--- src/rtl/gzip_frame_packer.sv ---
// Wraps a raw deflate byte stream into a gzip member: 10-byte header, payload,
// then CRC32 and ISIZE trailer (little-endian), paired with members through an info FIFO.
module gzip_frame_packer #(
    parameter int         INFO_DEPTH = 4,
    parameter logic [7:0] OS_ID      = 8'hFF
) (
    input  logic        clk,
    input  logic        rst,
    input  logic        i_info_en,
    input  logic [31:0] i_info_len,
    input  logic [31:0] i_info_crc,
    output logic        o_info_ovf,
    input  logic        i_valid,
    output logic        o_ready,
    input  logic [7:0]  i_byte,
    input  logic        i_last,
    output logic        o_valid,
    input  logic        i_ready,
    output logic [7:0]  o_byte,
    output logic        o_sos,
    output logic        o_last
);

    localparam int PTR_W = $clog2(INFO_DEPTH);
    localparam int CNT_W = PTR_W + 1;
    localparam logic [CNT_W-1:0] DEPTH_C = CNT_W'(INFO_DEPTH);

    typedef enum logic [2:0] {
        S_IDLE,
        S_HEADER,
        S_DATA,
        S_WAIT_INFO,
        S_TRAILER
    } state_t;

    state_t           state, state_n;
    logic [3:0]       hdr_cnt, hdr_cnt_n;
    logic [2:0]       trl_cnt, trl_cnt_n;

    logic [31:0]      len_mem [INFO_DEPTH];
    logic [31:0]      crc_mem [INFO_DEPTH];
    logic [PTR_W-1:0] wr_ptr, rd_ptr;
    logic [CNT_W-1:0] info_cnt;
    logic             info_push, info_pop, info_empty;

    logic             slot_free;
    logic             ld_en, ld_sos, ld_last;
    logic [7:0]       ld_byte;

    function automatic logic [7:0] header_byte(input logic [3:0] idx);
        case (idx)
            4'd0:    return 8'h1F;
            4'd1:    return 8'h8B;
            4'd2:    return 8'h08;
            4'd9:    return OS_ID;
            default: return 8'h00;
        endcase
    endfunction

    // Bytes 0-3 come from the CRC word, bytes 4-7 from ISIZE, LSB first.
    function automatic logic [7:0] trailer_byte(input logic [2:0] idx, input logic [31:0] crc,
                                                input logic [31:0] len);
        logic [31:0] word;
        word = idx[2] ? len : crc;
        case (idx[1:0])
            2'd0:    return word[7:0];
            2'd1:    return word[15:8];
            2'd2:    return word[23:16];
            default: return word[31:24];
        endcase
    endfunction

    assign slot_free  = ~o_valid | i_ready;
    assign o_ready    = (state == S_DATA) & slot_free;
    assign info_empty = (info_cnt == '0);
    assign info_push  = i_info_en & ((info_cnt != DEPTH_C) | info_pop);

    always_comb begin
        state_n   = state;
        hdr_cnt_n = hdr_cnt;
        trl_cnt_n = trl_cnt;
        ld_en     = 1'b0;
        ld_byte   = 8'h00;
        ld_sos    = 1'b0;
        ld_last   = 1'b0;
        info_pop  = 1'b0;
        case (state)
            S_IDLE: begin
                if (i_valid) begin
                    state_n   = S_HEADER;
                    hdr_cnt_n = 4'd0;
                end
            end
            S_HEADER: begin
                if (slot_free) begin
                    ld_en   = 1'b1;
                    ld_byte = header_byte(hdr_cnt);
                    ld_sos  = (hdr_cnt == 4'd0);
                    if (hdr_cnt == 4'd9) state_n = S_DATA;
                    else                 hdr_cnt_n = hdr_cnt + 4'd1;
                end
            end
            S_DATA: begin
                if (i_valid && slot_free) begin
                    ld_en   = 1'b1;
                    ld_byte = i_byte;
                    if (i_last) begin
                        trl_cnt_n = 3'd0;
                        state_n   = info_empty ? S_WAIT_INFO : S_TRAILER;
                    end
                end
            end
            S_WAIT_INFO: begin
                if (!info_empty) begin
                    state_n   = S_TRAILER;
                    trl_cnt_n = 3'd0;
                end
            end
            S_TRAILER: begin
                if (slot_free) begin
                    ld_en   = 1'b1;
                    ld_byte = trailer_byte(trl_cnt, crc_mem[rd_ptr], len_mem[rd_ptr]);
                    if (trl_cnt == 3'd7) begin
                        ld_last  = 1'b1;
                        info_pop = 1'b1;
                        state_n  = S_IDLE;
                    end else begin
                        trl_cnt_n = trl_cnt + 3'd1;
                    end
                end
            end
            default: state_n = S_IDLE;
        endcase
    end

    always_ff @(posedge clk or posedge rst) begin
        if (rst) begin
            state   <= S_IDLE;
            hdr_cnt <= 4'd0;
            trl_cnt <= 3'd0;
        end else begin
            state   <= state_n;
            hdr_cnt <= hdr_cnt_n;
            trl_cnt <= trl_cnt_n;
        end
    end

    // Info FIFO control; a full FIFO still takes a push when the head pops this cycle.
    always_ff @(posedge clk or posedge rst) begin
        if (rst) begin
            wr_ptr     <= '0;
            rd_ptr     <= '0;
            info_cnt   <= '0;
            o_info_ovf <= 1'b0;
        end else begin
            if (info_push) wr_ptr <= wr_ptr + PTR_W'(1);
            if (info_pop)  rd_ptr <= rd_ptr + PTR_W'(1);
            case ({info_push, info_pop})
                2'b10:   info_cnt <= info_cnt + CNT_W'(1);
                2'b01:   info_cnt <= info_cnt - CNT_W'(1);
                default: info_cnt <= info_cnt;
            endcase
            if (i_info_en && !info_push) o_info_ovf <= 1'b1;
        end
    end

    always_ff @(posedge clk) begin
        if (info_push) begin
            len_mem[wr_ptr] <= i_info_len;
            crc_mem[wr_ptr] <= i_info_crc;
        end
    end

    // Output register stage: loads on a free slot, holds under backpressure.
    always_ff @(posedge clk or posedge rst) begin
        if (rst) begin
            o_valid <= 1'b0;
            o_byte  <= 8'h00;
            o_sos   <= 1'b0;
            o_last  <= 1'b0;
        end else if (ld_en) begin
            o_valid <= 1'b1;
            o_byte  <= ld_byte;
            o_sos   <= ld_sos;
            o_last  <= ld_last;
        end else if (i_ready) begin
            o_valid <= 1'b0;
        end
    end

endmodule

--- config.mk ---
export PLATFORM = sky130hd
export DESIGN_NAME = gzip_frame_packer
export DESIGN_NICKNAME = d
export VERILOG_FILES = /design/src/rtl/gzip_frame_packer.sv
export SDC_FILE = /design/constraint.sdc
export NUM_CORES = 1
export LEC_CHECK = 0
export ABC_AREA = 1
export BUFFER_PORTS_ARGS = -buffer_cell sky130_fd_sc_hd__buf_2
export CAP_MARGIN = 25
export CORE_ASPECT_RATIO = 1.2
export CORE_UTILIZATION = 35
export CTS_BUF_LIST = sky130_fd_sc_hd__clkbuf_4
export CTS_CLUSTER_SIZE = 16
export DETAILED_ROUTE_END_ITERATION = 8
export GPL_ROUTABILITY_DRIVEN = 0
export SLEW_MARGIN = 10
export SYNTH_ARGS = -nofsm -noshare
export SYNTH_HDL_FRONTEND = slang
export SYNTH_SLANG_ARGS = --single-unit
--- constraint.sdc ---
create_clock -name clk -period 10.6 [get_ports clk]
set_input_delay 1.59 -clock clk [delete_from_list [all_inputs] [get_ports clk]]
set_output_delay 1.59 -clock clk [all_outputs]
set_load 0.03 [all_outputs]
==> qor.csv <==
stage,metric,value,unit
run_status,outcome,"complete, no violations",
global_route,grt_antenna_before_repair,2,
logic_synthesis,synth_edf_count,256,
clock_network,post-cts-setup-buffer-count,0,
worst_hold_path,hold_class,flip-flop to flip-flop,
layout,stdcell_count,1839,
drt,wire_per_inst,16.0,um
power_and_ir_drop,power.density,266,mW/mm2
logic_synthesis,synth_area_per_cell,10.4,um2
logic_synthesis,synth_top_area_share,61.7,%
power_and_ir_drop,p_sw_share,37.5,%
sta,fin_crit_sh,36.5,%
setup_path,reg2reg_to,o_byte[4],
setup_path,r2r_start,rd_ptr[0],
sta,max_slew_margin,30.7,%
logic_synthesis,synthArstFlopShare,10.2,%
drt,vias,8553,
layout,drive_gt1_share,18.3,%
clock_network,cts_tree,built,
die,start_util,35.6,%
power_and_ir_drop,internal_power,2.39,mW
layout,area_growth,15.6,%
global_route,grt.busiest_layer,met2,
sta,skew,0.0424,ns
clock_network,cts_buffers,75,
logic_synthesis,ys.flop_type,edfxtp_1,
global_route,grt_max_degree,102,
layout,fin_nets,1410,
setup_path,ff2ff_setup_slack,7.39,ns
clock_network,clkLatencyLatePin,0.69,ns
sta,max_freq,259,MHz
drt,drtIter0Drc,621,
global_route,grt_pass1_vias,8671,
sta,tightest_slew,1.04,ns
sta,setup_tns,0,ns
logic_synthesis,netlist_area,0.0125,mm2
sta,maxSlewViolCount,0,
placed_design,dp_hpwl,17200,um
die,pin_count,91,
setup_path,crit_start,i_ready,
die,die_x,174,um
power_and_ir_drop,leakage,6.20,nW
placed_design,dpl.cell_count,1700,
clock_network,ctsHoldBuffers,0,
die,rows,75,
power_and_ir_drop,clockPowerShare,25.7,%
drt,routed_wl,29500,um
setup_path,criticalPathCategory,primary input to output pin,
sta,hold_violations,0,
logic_synthesis,yosysSeqAreaShare,67.5,%
setup_path,crit_path_end_kind,output pin,
global_route,grtUsageMet2,28.6,%
job,cap_violations,0,
placed_design,port_buffers,90,
clock_network,cts_repair_resize_count,0,
setup_path,cp.required,9.01,ns
sta,period_needed,3.87,ns
drt,vias_per_cell,4.65,
sta,grt_setup_unrepaired,no,
logic_synthesis,yosysUniqueCellTypes,30,
clock_network,cts_max_level,3,
setup_path,critPathLaunchType,primary input,
worst_hold_path,min_path_cells,1,
die,die_y,209,um
logic_synthesis,syn-num-nets,1285,
global_route,grt_use_total,16.7,%
logic_synthesis,synth_warnings,0,
setup_path,worst-r2r-cell-count,11,
sta,setup_violations,0,
setup_path,cp.arrival,2.28,ns
global_route,use_met3,4.09,%
layout,nFillCells,3424,
power_and_ir_drop,total_power,3.83,mW
power_and_ir_drop,p_comb_share,32.6,%
die,coreArea,0.0350,mm2
logic_synthesis,synth.largest_area_cell,edfxtp_1,
global_route,grt-ovfl-total,0,
power_and_ir_drop,switchingPower,1.44,mW
worst_hold_path,min_to,o_info_ovf,
logic_synthesis,synth_cells,1192,
power_and_ir_drop,peakVddDrop,0.125,mV
die,die_area,0.0363,mm2
global_route,grt_pass1_wl,46400,um
logic_synthesis,synthTopCellsByArea,"edfxtp_1 62%, nand2_1 11%, nand3_1 7.8%",
setup_path,crit_fanout,5,
drt,ant_nets,0,
logic_synthesis,synth.ff_latch_count,285,
clock_network,cts.path.max_buffers,3,
power_and_ir_drop,seq_power_share,41.7,%
worst_hold_path,hold_path.startpoint,o_info_ovf,
drt,drc,0,
clock_network,cts_root_buf,clkbuf_4,
drt,dr.pass1.iters,8,
clock_network,path_clk_slew,0.06,ns
clock_network,cts.sinks,285,
global_route,grtUsageMet1,19.9,%
## flip-flops by register name, indices dropped and copies added (netlist names)
register	cells
hdr_cnt	4
o_byte	8
info_cnt	3
o_info_ovf	1
rd_ptr	2
wr_ptr	2
o_last	1
trl_cnt	3
state	3
len_mem	128
o_valid	1
o_sos	1
crc_mem	128
## Yosys cell counts, types with 2 or more instances
library cell and n:
xor2_1 6, edfxtp_1 256, buf_2 31, nand2_2 5, o22ai_1 2, dfrtp_1 29
nor2_1 53, inv_1 158, buf_1 9, nand4_1 2, inv_2 5, nand2_1 352
ha_1 14, o21ai_1 4, o21ai_0 21, nand2_4 2, nor2_4 4, buf_6 2
clkbuf_1 12, nand3_1 194, a21oi_1 19, nor2_2 4
## metal layers
metal | vias to the layer above | part of all wire (%)
met5 | - | 0.034
met4 | 2 | 2.2
met3 | 52 | 6.1
met2 | 248 | 50
met1 | 4031 | 41
li1 | 4220 | -
## power by group through the flow
stage	sequential, mW	clock (mW)	combinational, mW
after floorplan	1.63	0	0.859
after global routing	1.62	1.07	1.40
after detailed placement	1.62	0	1.24
after CTS	1.60	1.02	1.25
final	1.60	0.985	1.25
after global placement	1.62	0	1.22
## critical path, cell delays in order
cell     delay, ns
buf_2         0.10
inv_1         0.04
nand2_1       0.08
inv_1         0.22
nor2_1        0.07
buf_2         0.18
## metrics by stage
stage | worst slack [ns] | hold slack, ns | area, um2 | util [%]
final | 6.73 | 0.498 | 14400 | 41.1
after global placement | 6.57 | 0.488 | 13300 | 38.1
after CTS | 6.73 | 0.514 | 14300 | 41.0
after global routing | 6.67 | 0.540 | 14400 | 41.1
after detailed placement | 6.50 | 0.500 | 13300 | 38.1
after floorplan | 5.07 | 0.464 | 12500 | -
## worst max-delay path by stage
stage	to	slack [ns]	cells after the start
final	o_ready	6.73	6
after CTS	o_ready	6.73	6
after global placement	len_mem[3][13]	6.57	10
after floorplan	crc_mem[0][0]	5.07	9
after detailed placement	crc_mem[3][25]	6.50	10
after global routing	o_ready	6.67	6
## logic make-up after synthesis
logic type      Yosys count  share of synthesized area [%]
simple gates            618                           21.3
flops                   285                           67.5
buf+inv                 218                           7.03
compound gates           50                           2.16
fa+ha+maj                15                           1.57
xor+xnor                  6                          0.422
## cells in the final DEF (no fill, tap or decap), drive strengths merged, types with 6 or more instances in the layout
master	count
inv	165
ha	14
o21ai	26
clkinv	22
nand2	359
clkbuf	109
a21oi	19
edfxtp	256
xor2	6
nand3	195
nor2	61
buf	103
dfrtp	29
## area by class of cell
| class | count | area, um2 | share of cell area, % |
|---|---|---|---|
| Inverter | 163 | 613 | 4.26 |
| Sequential cell | 285 | 8420 | 58.5 |
| Antenna cell | 1 | 2.50 | 0.0174 |
| Clock inverter | 27 | 183 | 1.27 |
| Timing Repair Buffer | 103 | 581 | 4.03 |
| Clock buffer | 109 | 818 | 5.68 |
| Tap cell | 462 | 578 | 4.02 |
| Multi-Input combinational cell | 689 | 3200 | 22.2 |
No activity file was read; power rests on OpenSTA's default activity.
